### config.mk
export PLATFORM = sky130hd
export DESIGN_NAME = pipelined_adder
export DESIGN_NICKNAME = d
export VERILOG_FILES = /design/src/rtl/pipelined_adder_pkg.sv /design/src/rtl/pipelined_adder_segment.sv /design/src/rtl/pipelined_adder.sv
export SDC_FILE = /design/constraint.sdc
export NUM_CORES = 1
export LEC_CHECK = 0
export BUFFER_PORTS_ARGS = -buffer_cell sky130_fd_sc_hd__clkbuf_2
export CORE_MARGIN = 2
export CORE_UTILIZATION = 52
export DETAILED_ROUTE_END_ITERATION = 10
export PLACE_DENSITY = 0.88
export SETUP_SLACK_MARGIN = 0.5
export SLEW_MARGIN = 10
export SYNTH_ARGS = -nofsm -noshare
export SYNTH_HDL_FRONTEND = slang
export SYNTH_HIERARCHICAL = 1
export SYNTH_SLANG_ARGS = --single-unit
### constraint.sdc
create_clock -name input_clk -period 2.23 [get_ports input_clk]
set_input_delay 0.223 -clock input_clk [delete_from_list [all_inputs] [get_ports input_clk]]
set_output_delay 0.223 -clock input_clk [all_outputs]
set_load 0.05 [all_outputs]
### src/rtl/pipelined_adder_pkg.sv
// Shared constants for the pipelined adder/subtractor.
// Operation select encoding used by the datapath and its users.
package pipelined_adder_pkg;

  localparam logic MODE_ADD = 1'b0;
  localparam logic MODE_SUB = 1'b1;

endpackage

### src/rtl/pipelined_adder_segment.sv
// One carry-chain segment of the pipelined adder.
// Ripple a+b+cin over SEG bits; also exposes the carry into the MSB.
module adder_segment #(
  parameter int SEG = 4
) (
  input  logic [SEG-1:0] a,
  input  logic [SEG-1:0] b,
  input  logic           cin,
  output logic [SEG-1:0] sum,
  output logic           cout,
  output logic           cmsb
);

  logic [SEG:0] c;

  always_comb begin
    c    = '0;
    sum  = '0;
    c[0] = cin;
    for (int i = 0; i < SEG; i++) begin
      sum[i]   = a[i] ^ b[i] ^ c[i];
      c[i+1]   = (a[i] & b[i]) | (c[i] & (a[i] ^ b[i]));
    end
  end

  assign cout = c[SEG];
  assign cmsb = c[SEG-1];

endmodule

### src/rtl/pipelined_adder.sv
// Pipelined WIDTH-bit adder/subtractor, one carry segment per stage.
// Valid/ready on both sides; stall propagates back with bubble compression.
module pipelined_adder
  import pipelined_adder_pkg::*;
#(
  parameter int WIDTH  = 16,
  parameter int STAGES = 4
) (
  input  logic             input_clk,
  input  logic             input_rst_n,
  input  logic             input_valid,
  output logic             input_ready_o,
  input  logic [WIDTH-1:0] input_a,
  input  logic [WIDTH-1:0] input_b,
  input  logic             input_cin,
  input  logic             input_mode,
  output logic             output_valid_o,
  input  logic             output_ready,
  output logic [WIDTH-1:0] output_sum_o,
  output logic             output_cout_o,
  output logic             output_ovf_o
);

  localparam int SEG = WIDTH / STAGES;

  if (STAGES < 1 || STAGES > WIDTH || (WIDTH % STAGES) != 0) begin : g_bad_cfg
    $error("pipelined_adder: WIDTH must be a multiple of STAGES");
  end

  logic [STAGES-1:0] v_q, v_d;
  logic [STAGES-1:0] vin, en;
  logic [STAGES:0]   room;

  logic [WIDTH-1:0] a_q   [STAGES];
  logic [WIDTH-1:0] b_q   [STAGES];
  logic [WIDTH-1:0] s_q   [STAGES];
  logic             c_q   [STAGES];
  logic [WIDTH-1:0] a_d   [STAGES];
  logic [WIDTH-1:0] b_d   [STAGES];
  logic [WIDTH-1:0] s_d   [STAGES];
  logic             c_d   [STAGES];
  logic             ovf_q, ovf_d;

  logic [WIDTH-1:0] a_src [STAGES];
  logic [WIDTH-1:0] b_src [STAGES];
  logic [WIDTH-1:0] s_src [STAGES];
  logic             c_src [STAGES];

  logic [SEG-1:0]   seg_s  [STAGES];
  logic             seg_co [STAGES];
  logic             seg_cm [STAGES];

  // room[k]: stage k can take a beat this cycle; room[STAGES] is the sink
  always_comb begin
    room         = '0;
    vin          = '0;
    en           = '0;
    v_d          = v_q;
    room[STAGES] = output_ready;
    for (int k = STAGES - 1; k >= 0; k--) begin
      room[k] = ~v_q[k] | (v_q[k] & room[k+1]);
    end
    vin[0] = input_valid;
    for (int k = 1; k < STAGES; k++) begin
      vin[k] = v_q[k-1];
    end
    for (int k = 0; k < STAGES; k++) begin
      en[k] = room[k] & vin[k];
      if (room[k]) begin
        v_d[k] = vin[k];
      end
    end
  end

  assign input_ready_o = room[0];

  always_comb begin
    a_src[0] = input_a;
    b_src[0] = (input_mode == MODE_SUB) ? ~input_b : input_b;
    c_src[0] = (input_mode == MODE_SUB) ? 1'b1 : input_cin;
    s_src[0] = '0;
    for (int k = 1; k < STAGES; k++) begin
      a_src[k] = a_q[k-1];
      b_src[k] = b_q[k-1];
      c_src[k] = c_q[k-1];
      s_src[k] = s_q[k-1];
    end
  end

  for (genvar k = 0; k < STAGES; k++) begin : g_seg
    adder_segment #(
      .SEG (SEG)
    ) u_seg (
      .a    (a_src[k][SEG-1:0]),
      .b    (b_src[k][SEG-1:0]),
      .cin  (c_src[k]),
      .sum  (seg_s[k]),
      .cout (seg_co[k]),
      .cmsb (seg_cm[k])
    );
  end

  // Operands shift down as they are consumed; sum fills in from the top
  always_comb begin
    for (int k = 0; k < STAGES; k++) begin
      a_d[k] = a_q[k];
      b_d[k] = b_q[k];
      s_d[k] = s_q[k];
      c_d[k] = c_q[k];
      if (en[k]) begin
        a_d[k] = a_src[k] >> SEG;
        b_d[k] = b_src[k] >> SEG;
        s_d[k] = (s_src[k] >> SEG)
               | (WIDTH'(seg_s[k]) << (WIDTH - SEG));
        c_d[k] = seg_co[k];
      end
    end
    ovf_d = ovf_q;
    if (en[STAGES-1]) begin
      ovf_d = seg_cm[STAGES-1] ^ seg_co[STAGES-1];
    end
  end

  always_ff @(posedge input_clk or negedge input_rst_n) begin
    if (!input_rst_n) begin
      v_q   <= '0;
      ovf_q <= 1'b0;
      for (int k = 0; k < STAGES; k++) begin
        a_q[k] <= '0;
        b_q[k] <= '0;
        s_q[k] <= '0;
        c_q[k] <= 1'b0;
      end
    end else begin
      v_q   <= v_d;
      ovf_q <= ovf_d;
      for (int k = 0; k < STAGES; k++) begin
        a_q[k] <= a_d[k];
        b_q[k] <= b_d[k];
        s_q[k] <= s_d[k];
        c_q[k] <= c_d[k];
      end
    end
  end

  assign output_valid_o = v_q[STAGES-1];
  assign output_sum_o   = s_q[STAGES-1];
  assign output_cout_o  = c_q[STAGES-1];
  assign output_ovf_o   = ovf_q;

endmodule

[Yosys cells after proc, flatten, opt, wreduce, memory -nomap -nowiden]
Index checks and enable logic that the tools add are counted.
Operators by class
  mux-type cells: 2
  bitwise gates (word level): 98
Operator list (number)
  12-bit by 16-bit OR with 16-bit output: 3
  1-bit AND: 37
  1-bit bitwise XOR: 33
  1-bit OR: 20
  16-bit 2-to-1 mux: 1
  16-bit NOT: 1
  1-bit NOT: 4
  1-bit 2-to-1 mux: 1
Storage, ports and cells
  register bits after elaboration: 109
  output and inout port bits: 20
  logic and storage cells: 119

[Logic depth before layout (Yosys ltp)]
Gate-level depths: netlist of run 1.
  depth in word-level cells: 11
  depth in mapped cells: 10
  depth with buffers taken out: 8

[Modules after synthesis]
Netlist of run 1, hierarchy kept.
By module, submodules not included
  pipelined_adder: instances 1, cells each 247, area an instance 3933.8 µm², seq. area each 2427.3 µm²
  adder_segment: instances 4, cells each 12, area an instance 110.1 µm², seq. area each 0.0 µm²

[Least setup slack after synthesis of run 1]
Ideal clock, no wire load.
  kind: input to register
  start: in input_mode
  end: reg s_q[63] in the netlist's numbering
  library setup time: 0.125 ns
  arrival time: 2.545 ns
  path slack: -0.440 ns
  stages on the path: 10
  path buffers: 2
  cell sequence: buf_2 -> buf_2 -> xor2_1 -> fa_1 -> inv_1 -> fa_1 -> fa_1 -> inv_1 -> fa_1 -> mux2_2
RTL lines
  from (decl): RTL line pipelined_adder.sv:16  | input logic input_mode,
  to (signal, indexed assignment): RTL line pipelined_adder.sv:140  | s_q[k] <= s_d[k];
  to (decl): RTL line pipelined_adder.sv:36  | logic [WIDTH-1:0] s_q [STAGES];

==> results of run 1 <==
==> through the flow <==
step	setup TNS [ns]	setup slack, ns	power, mW
after floorplan	-0.178	-0.130	4.78
after CTS	0	0.00596	6.34
after global routing	-0.0818	-0.0490	6.77
after detailed placement	-0.185	-0.132	5.21
final	0	0.0155	6.36
after global placement	-0.0609	-0.0609	5.04
==> what timing repair did <==
action                     in CTS  in global routing
buffers inserted                4                  2
pin swaps                       5                  3
hold endpoints to repair       41                  0
gates resized for setup         9                  6
hold buffers                    1                  0
setup endpoints to repair      12                 12
==> sequential cells by signal (all words and copies together), names as in the netlist <==
signal / cells
output_ovf_o: 1
a_q: 24
s_q: 24
output_sum_o: 16
c_q: 3
b_q: 24
v_q: 4
output_cout_o: 1
==> critical path: cells and delay by family (launching register included) <==
kind	cells	cell delay, ns
multiplexers	1	0.27
buffers and inverters	2	0.12
adder cells (fa/ha/maj)	4	1.32
flip-flops	1	0.40
==> layout make-up <==
cell class	instances	share of cell area, %
clock buffer	9	2.46
clock inverter	7	1.29
inverter	32	2.38
multi-input combinational	140	34.4
sequential	97	48.2
tap	105	2.61
timing repair buffer	71	8.74
==> worst paths after layout <==
check                                    to  cells after the start        start  slack [ns]
hold reg to reg                     a_q[39]                      1      a_q[39]        0.51
max in group asynchronous           s_q[45]                      3  input_rst_n        1.17
setup / recovery           output_sum_o[15]                      7       c_q[1]        0.02
setup reg to reg           output_sum_o[15]                      7       c_q[1]        0.02
min in group asynchronous  output_sum_o[11]                      2  input_rst_n        0.38
hold / removal                       v_q[0]                      2  input_valid        0.07
==> kinds of logic after synthesis <==
logic type	Yosys count	share of synthesized area [%]
AOI/OAI and AO/OA	1	0.257
DFF	97	55.5
adders and majority gates	16	7.32
buffers and inverters	58	6.92
muxes	93	24.8
xor gates and xnor gates	17	3.40
and+or+nand+nor	13	1.80
==> layout by cell type (no fill, tap or decap), drive strengths merged <==
| master | count |
|---|---|
| nand3b | 1 |
| mux2 | 93 |
| dfrtp | 97 |
| inv | 34 |
| clkinvlp | 1 |
| nand2b | 5 |
| and4b | 1 |
| xor2 | 17 |
| clkinv | 4 |
| nand2 | 4 |
| a21boi | 1 |
| clkbuf | 65 |
| or2 | 1 |
| nand4b | 1 |
| buf | 14 |
| fa | 16 |
| dlygate4sd3 | 1 |
==> power breakdown <==
| group | internal, mW | total [mW] | leakage (nW) | switching, mW |
|---|---|---|---|---|
| registers | 2.41 | 2.79 | 1.13 | 0.384 |
| clock network | 0.428 | 1.06 | 0.0934 | 0.630 |
| logic | 1.17 | 2.51 | 1.15 | 1.34 |
==> layer usage <==
layer,up-vias,global-route usage [%],wire length (um)
met3,6,4.93,281
met1,1130,22.1,3080
li1,1063,-,-
met5,-,0,0
met4,0,5.36,100
met2,45,26.2,3320
==> results.md, run 1 <==
* Detailed Place HPWL at 4970 um
* Starting DRT DRC Count at 146
* Startpoint types: flip-flop
* Syn Nets at 349
* Final Skew at 0.00940 ns
* Root buffer cell: clkbuf_8
* Clock-pin transition on the worst setup and hold timing paths at 0.09 ns
* Die Footprint at 0.00916 mm2
* Site Rows at 33
* Register area share after synthesis at 55.5%
* Non-Filler Instances at 461
* Largest net degree at the start of global routing at 57
* Routed vias/inst at 4.87
* Pwr Density at 1260 mW/mm2
* Post-DP Area at 0.00475 mm2
* Hold WC Path Type: in -> reg
* Crit path DAT at 2.46 ns
* Cell accounting for the most synthesized area: dfrtp_1
* Yosys cell types at 16
* Ranking of synthesized cells by area: dfrtp_1 55%, mux2_2 21%, fa_1 7.3%
* Pre-antenna DRT Iters at 4
* Worst setup EP type: flip-flop
* Primary FF master, synth: dfrtp_1
* Tmin final at 2.21 ns
* ANT nets after route at 0
* Area of the multi-input gates at 0.00173 mm2
* Max_cap viols at 0
* Crit Path Max Fanout at 2
* CTS Buf Count at 9
* First-pass GRT wire length at 11200 um
* DIE WIDTH at 95.7 um
* Syn Area/Cell at 14.8 um2
* Final setup fails at 0
* Tcrit/Tclk final at 99.3%
* Post-layout nets at 405
* Cell area after layout at 0.00504 mm2
* Grt ovf at 0
* Die Ht at 95.7 um
* Syn Std Cell Area at 0.00437 mm2
* Routed len/inst at 14.7 um
* Slowest stage delay, CP at 0.42 ns
* Hold Vio Cnt, Final at 0
* WP data required at 2.48 ns
* Clock Tree Buf Depth at 2
* Fill cells at 624
* Maximum vdd drop at 0.422 mV
* Vias in the first global route at 2367
* Antenna cells at 0
* Syn Inst Count at 295
* Post-synth top cells: 97 x dfrtp_1, 83 x mux2_2, 32 x inv_1
* Fmax at 0.452 GHz
* Util after Layout at 61.7%
* Core area at 0.00818 mm2
* Leak pwr at 2.37 nW
* Area growth, synth to finish at 15.2%
* Routed via count at 2244
* Fin. max-slew vios at 0
* Unrepaired setup endpoints after global routing: true
* Drc violations at 0
* H-tree depth at 3
* Synth top area share at 55.5%
* Hold slack at 0.0689 ns
* YS warnings at 6
* Post-synth EDFFs at 0
* Status: completed
* Slew margin rel. at 62.5%
* Async set-reset flop share out of synthesis at 100%
* Layout cells sized above 1 at 59.0%
* Flops & latches, synth at 97
* Starting Density at 53.5%
* Drt total wl at 6790 um
* Clock tree sinks at 97
* Critical-path cell list: fa_2 > inv_2 > fa_2 > fa_2 > inv_2 > fa_2 > mux2_2
* Input/output buffers at 57
* Skew-Pair Late Insertion Delay at 0.36 ns
* CTS tree: built
* Placed insts at 438
* Register area at 0.00243 mm2
* Critical path's slowest cell: fa_2
* IO Count at 58
* Most frequent CP cell: fa_2
* Overall routing resource usage at 16.5%
* Most common cell in the netlist: dfrtp_1
* Routability cong. at 0.786
* Initial antenna violation count at 0
* WS Path Type: reg -> reg
* Worst Tran Pin Value at 0.562 ns
(Power assumes the default switching activity.)
==> run 2, diff against run 1 <==
CORE_UTILIZATION = 62   (was 52)
MAX_ROUTING_LAYER = met4   (was default)
PLACE_DENSITY = 0.95   (was 0.88)
clock period = 2.7 ns   (was 2.23 ns; I/O delays follow)
==> results.md, run 2 (synthesis results as in run 1) <==
* Slew margin rel. at 34.3% (-28 points)
* Clock Tree Buf Depth at 2 (unchanged)
* Sequential share of power at 43.7% (-0.2 points)
* Crit path DAT at 2.46 ns (about the same)
* Hold WC Path Type: in -> async
* Routed len/inst at 16.4 um (+11%)
* Final worst-path setup slack at 0.480 ns (+0.465 ns)
* Layout cells sized above 1 at 55.6% (-3.4 points)
* Clock-pin transition on the worst setup and hold timing paths at 0.09 ns (about the same)
* Fin. max-slew vios at 0 (unchanged)
* Die Footprint at 0.00774 mm2 (-15%)
* Top Registers: a_q x24, b_q x24, s_q x24
* Clock share of power at 18.7% (+2.1 points)
* Sw frac at 36.2% (-0.89 points)
* Unrepaired setup endpoints after global routing: true
* Root buffer cell: clkbuf_8
* CTS Buf Count at 9 (unchanged)
* Site Rows at 30 (-9.1%)
* Startpoint types: flip-flop
* Status: completed
* Tcrit/Tclk final at 82.2% (-17 points)
* ANT nets after route at 0 (unchanged)
* Crit Path Max Fanout at 2 (unchanged)
* Slowest stage delay, CP at 0.43 ns (about the same)
* Drt total wl at 7330 um (+7.9%)
* Core area at 0.00679 mm2 (-17%)
* Most frequent CP cell: fa_2
* Final Skew at 0.00712 ns (-0.00227 ns)
* Starting Density at 64.4% (+11 points)
* Logic pwr share at 37.6% (-1.9 points)
* Worst setup EP type: flip-flop
* Die Ht at 88.0 um (-8.1%)
* Hold Vio Cnt, Final at 0 (unchanged)
* WS Path Type: reg -> reg
* Starting DRT DRC Count at 192 (+32%)
* Vias in the first global route at 2397 (+1.3%)
* Most frequent cells in the layout: 97 x dfrtp_1, 82 x mux2_2, 56 x clkbuf_2, 28 x inv_1, 16 x xor2_1
* Pint at 3.37 mW (-16%)
* Routability cong. at 0.768 (-2.4%)
* DIE WIDTH at 88.0 um (-8.1%)
* Setup TNS at 0 ns (unchanged)
* Pre-antenna DRT Iters at 6 (+2)
* Largest net degree at the start of global routing at 81 (+42%)
* Sw Pwr at 1.91 mW (-19%)
* Leak pwr at 2.33 nW (-1.8%)
* Hold buffers post-CTS at 0 (-1)
* Post-layout nets at 400 (-1.2%)
* Maximum vdd drop at 0.518 mV (+23%)
* Detailed Place HPWL at 5050 um (+1.7%)
* Initial antenna violation count at 0 (unchanged)
* Tmin final at 2.22 ns (+0.00544 ns)
* Dpl ws at 0.269 ns (+0.400 ns)
* Antenna cells at 0 (unchanged)
* Critical-path cell list: fa_2 > inv_2 > fa_2 > fa_2 > inv_2 > fa_2 > mux2_2
* Overall routing resource usage at 21.5% (+5.0 points)
* Routed vias/inst at 5.10 (+4.8%)
* Pwr Density at 1070 mW/mm2 (-15%)
* Input/output buffers at 57 (unchanged)
* WP data required at 2.94 ns (+0.46 ns)
* Area growth, synth to finish at 12.8%
* CTS tree: built
* Fmax at 0.450 GHz (-0.24%)
* Drc violations at 0 (unchanged)
* Max_cap viols at 0 (unchanged)
* Clock tree sinks at 97 (unchanged)
* First-pass GRT wire length at 12000 um (+6.9%)
* Grt ovf at 0 (unchanged)
* Final setup fails at 0 (unchanged)
* H-tree depth at 3 (unchanged)
* IO Count at 58 (unchanged)
* Critical path's slowest cell: fa_2
* Skew-Pair Late Insertion Delay at 0.35 ns (about the same)
* Worst Tran Pin Value at 0.986 ns (+0.424 ns)
* Routed via count at 2281 (+1.6%)
* Commonest non-fill, non-tap cell in the layout: dfrtp_1
-- run 2: cell types whose count changed in the layout (fill, tap and decap cells not counted), moves of 2 or more --
cell and delta:
clkinv_4 -4, clkbuf_8 +3, inv_1 +7, inv_8 -2, mux2_4 -7, fa_1 +3
clkinv_2 +2, inv_2 -7, fa_2 -3, buf_12 -2, buf_4 -2, mux2_2 +7
-- run 2: path summary, 6_finish.rpt --
path	cells past startpoint	end	startpoint	slack [ns]
max	7	output_sum_o[15]	a_q[16]	0.48
min	1	a_q[17]	input_rst_n	0.08
max reg2reg	7	output_sum_o[15]	a_q[16]	0.48
min reg2reg	1	s_q[30]	s_q[30]	0.51
max in group asynchronous	2	output_sum_o[10]	input_rst_n	1.89
min in group input_clk	2	v_q[0]	input_valid	0.14
-- run 2: final cells by class --
cell class                      instances  area [um2]
Sequential cell                        97        2430
Fill cell                             403        1860
Inverter                               32         120
Timing Repair Buffer                   66         355
Clock buffer                           12         165
Multi-Input combinational cell        140        1700
Clock inverter                          4        48.8
Tap cell                               96         120
-- run 2: worst max-delay path, delay by kind of cell (launching register included) --
family / cells / cell delay (ns)
buf+inv: 2 / 0.13
flops: 1 / 0.38
mux: 1 / 0.27
fa+ha+maj: 4 / 1.33
-- run 2: routing by layer --
| metal | routed length, um | vias up | global-route usage, % |
|---|---|---|---|
| li1 | - | 1056 | - |
| met1 | 3250 | 1162 | 29.2 |
| met2 | 3610 | 45 | 32.0 |
| met3 | 273 | 18 | 3.96 |
| met4 | 189 | 0 | 9.93 |
| met5 | 0 | - | - |
-- run 2: what timing repair did --
action / CTS / global route
setup buffers: 1 / 2
pin swaps: 2 / 3
resized for setup: 9 / 5
endpoints found under the setup margin: 4 / 4
-- run 2: stage by stage --
stage	area, um2	instances	util [%]	power (mW)	hold WS [ns]
after global placement	4670	428	68.7	4.08	0.474
after detailed placement	4670	428	68.7	4.21	0.484
final	4930	447	72.6	5.28	0.0793
after global routing	4930	447	72.6	5.59	0.129
after CTS	4910	445	72.2	5.26	0.0996
after floorplan	4410	295	-	3.88	-0.0256
-- run 2: power by group through the flow --
stage | Sequential [mW] | Clock (mW) | Combinational (mW)
floorplan | 2.27 | 0 | 1.61
global placement | 2.28 | 0 | 1.79
detailed placement | 2.32 | 0 | 1.88
CTS | 2.31 | 1.00 | 1.95
global route | 2.37 | 1.06 | 2.16
finish | 2.31 | 0.987 | 1.99
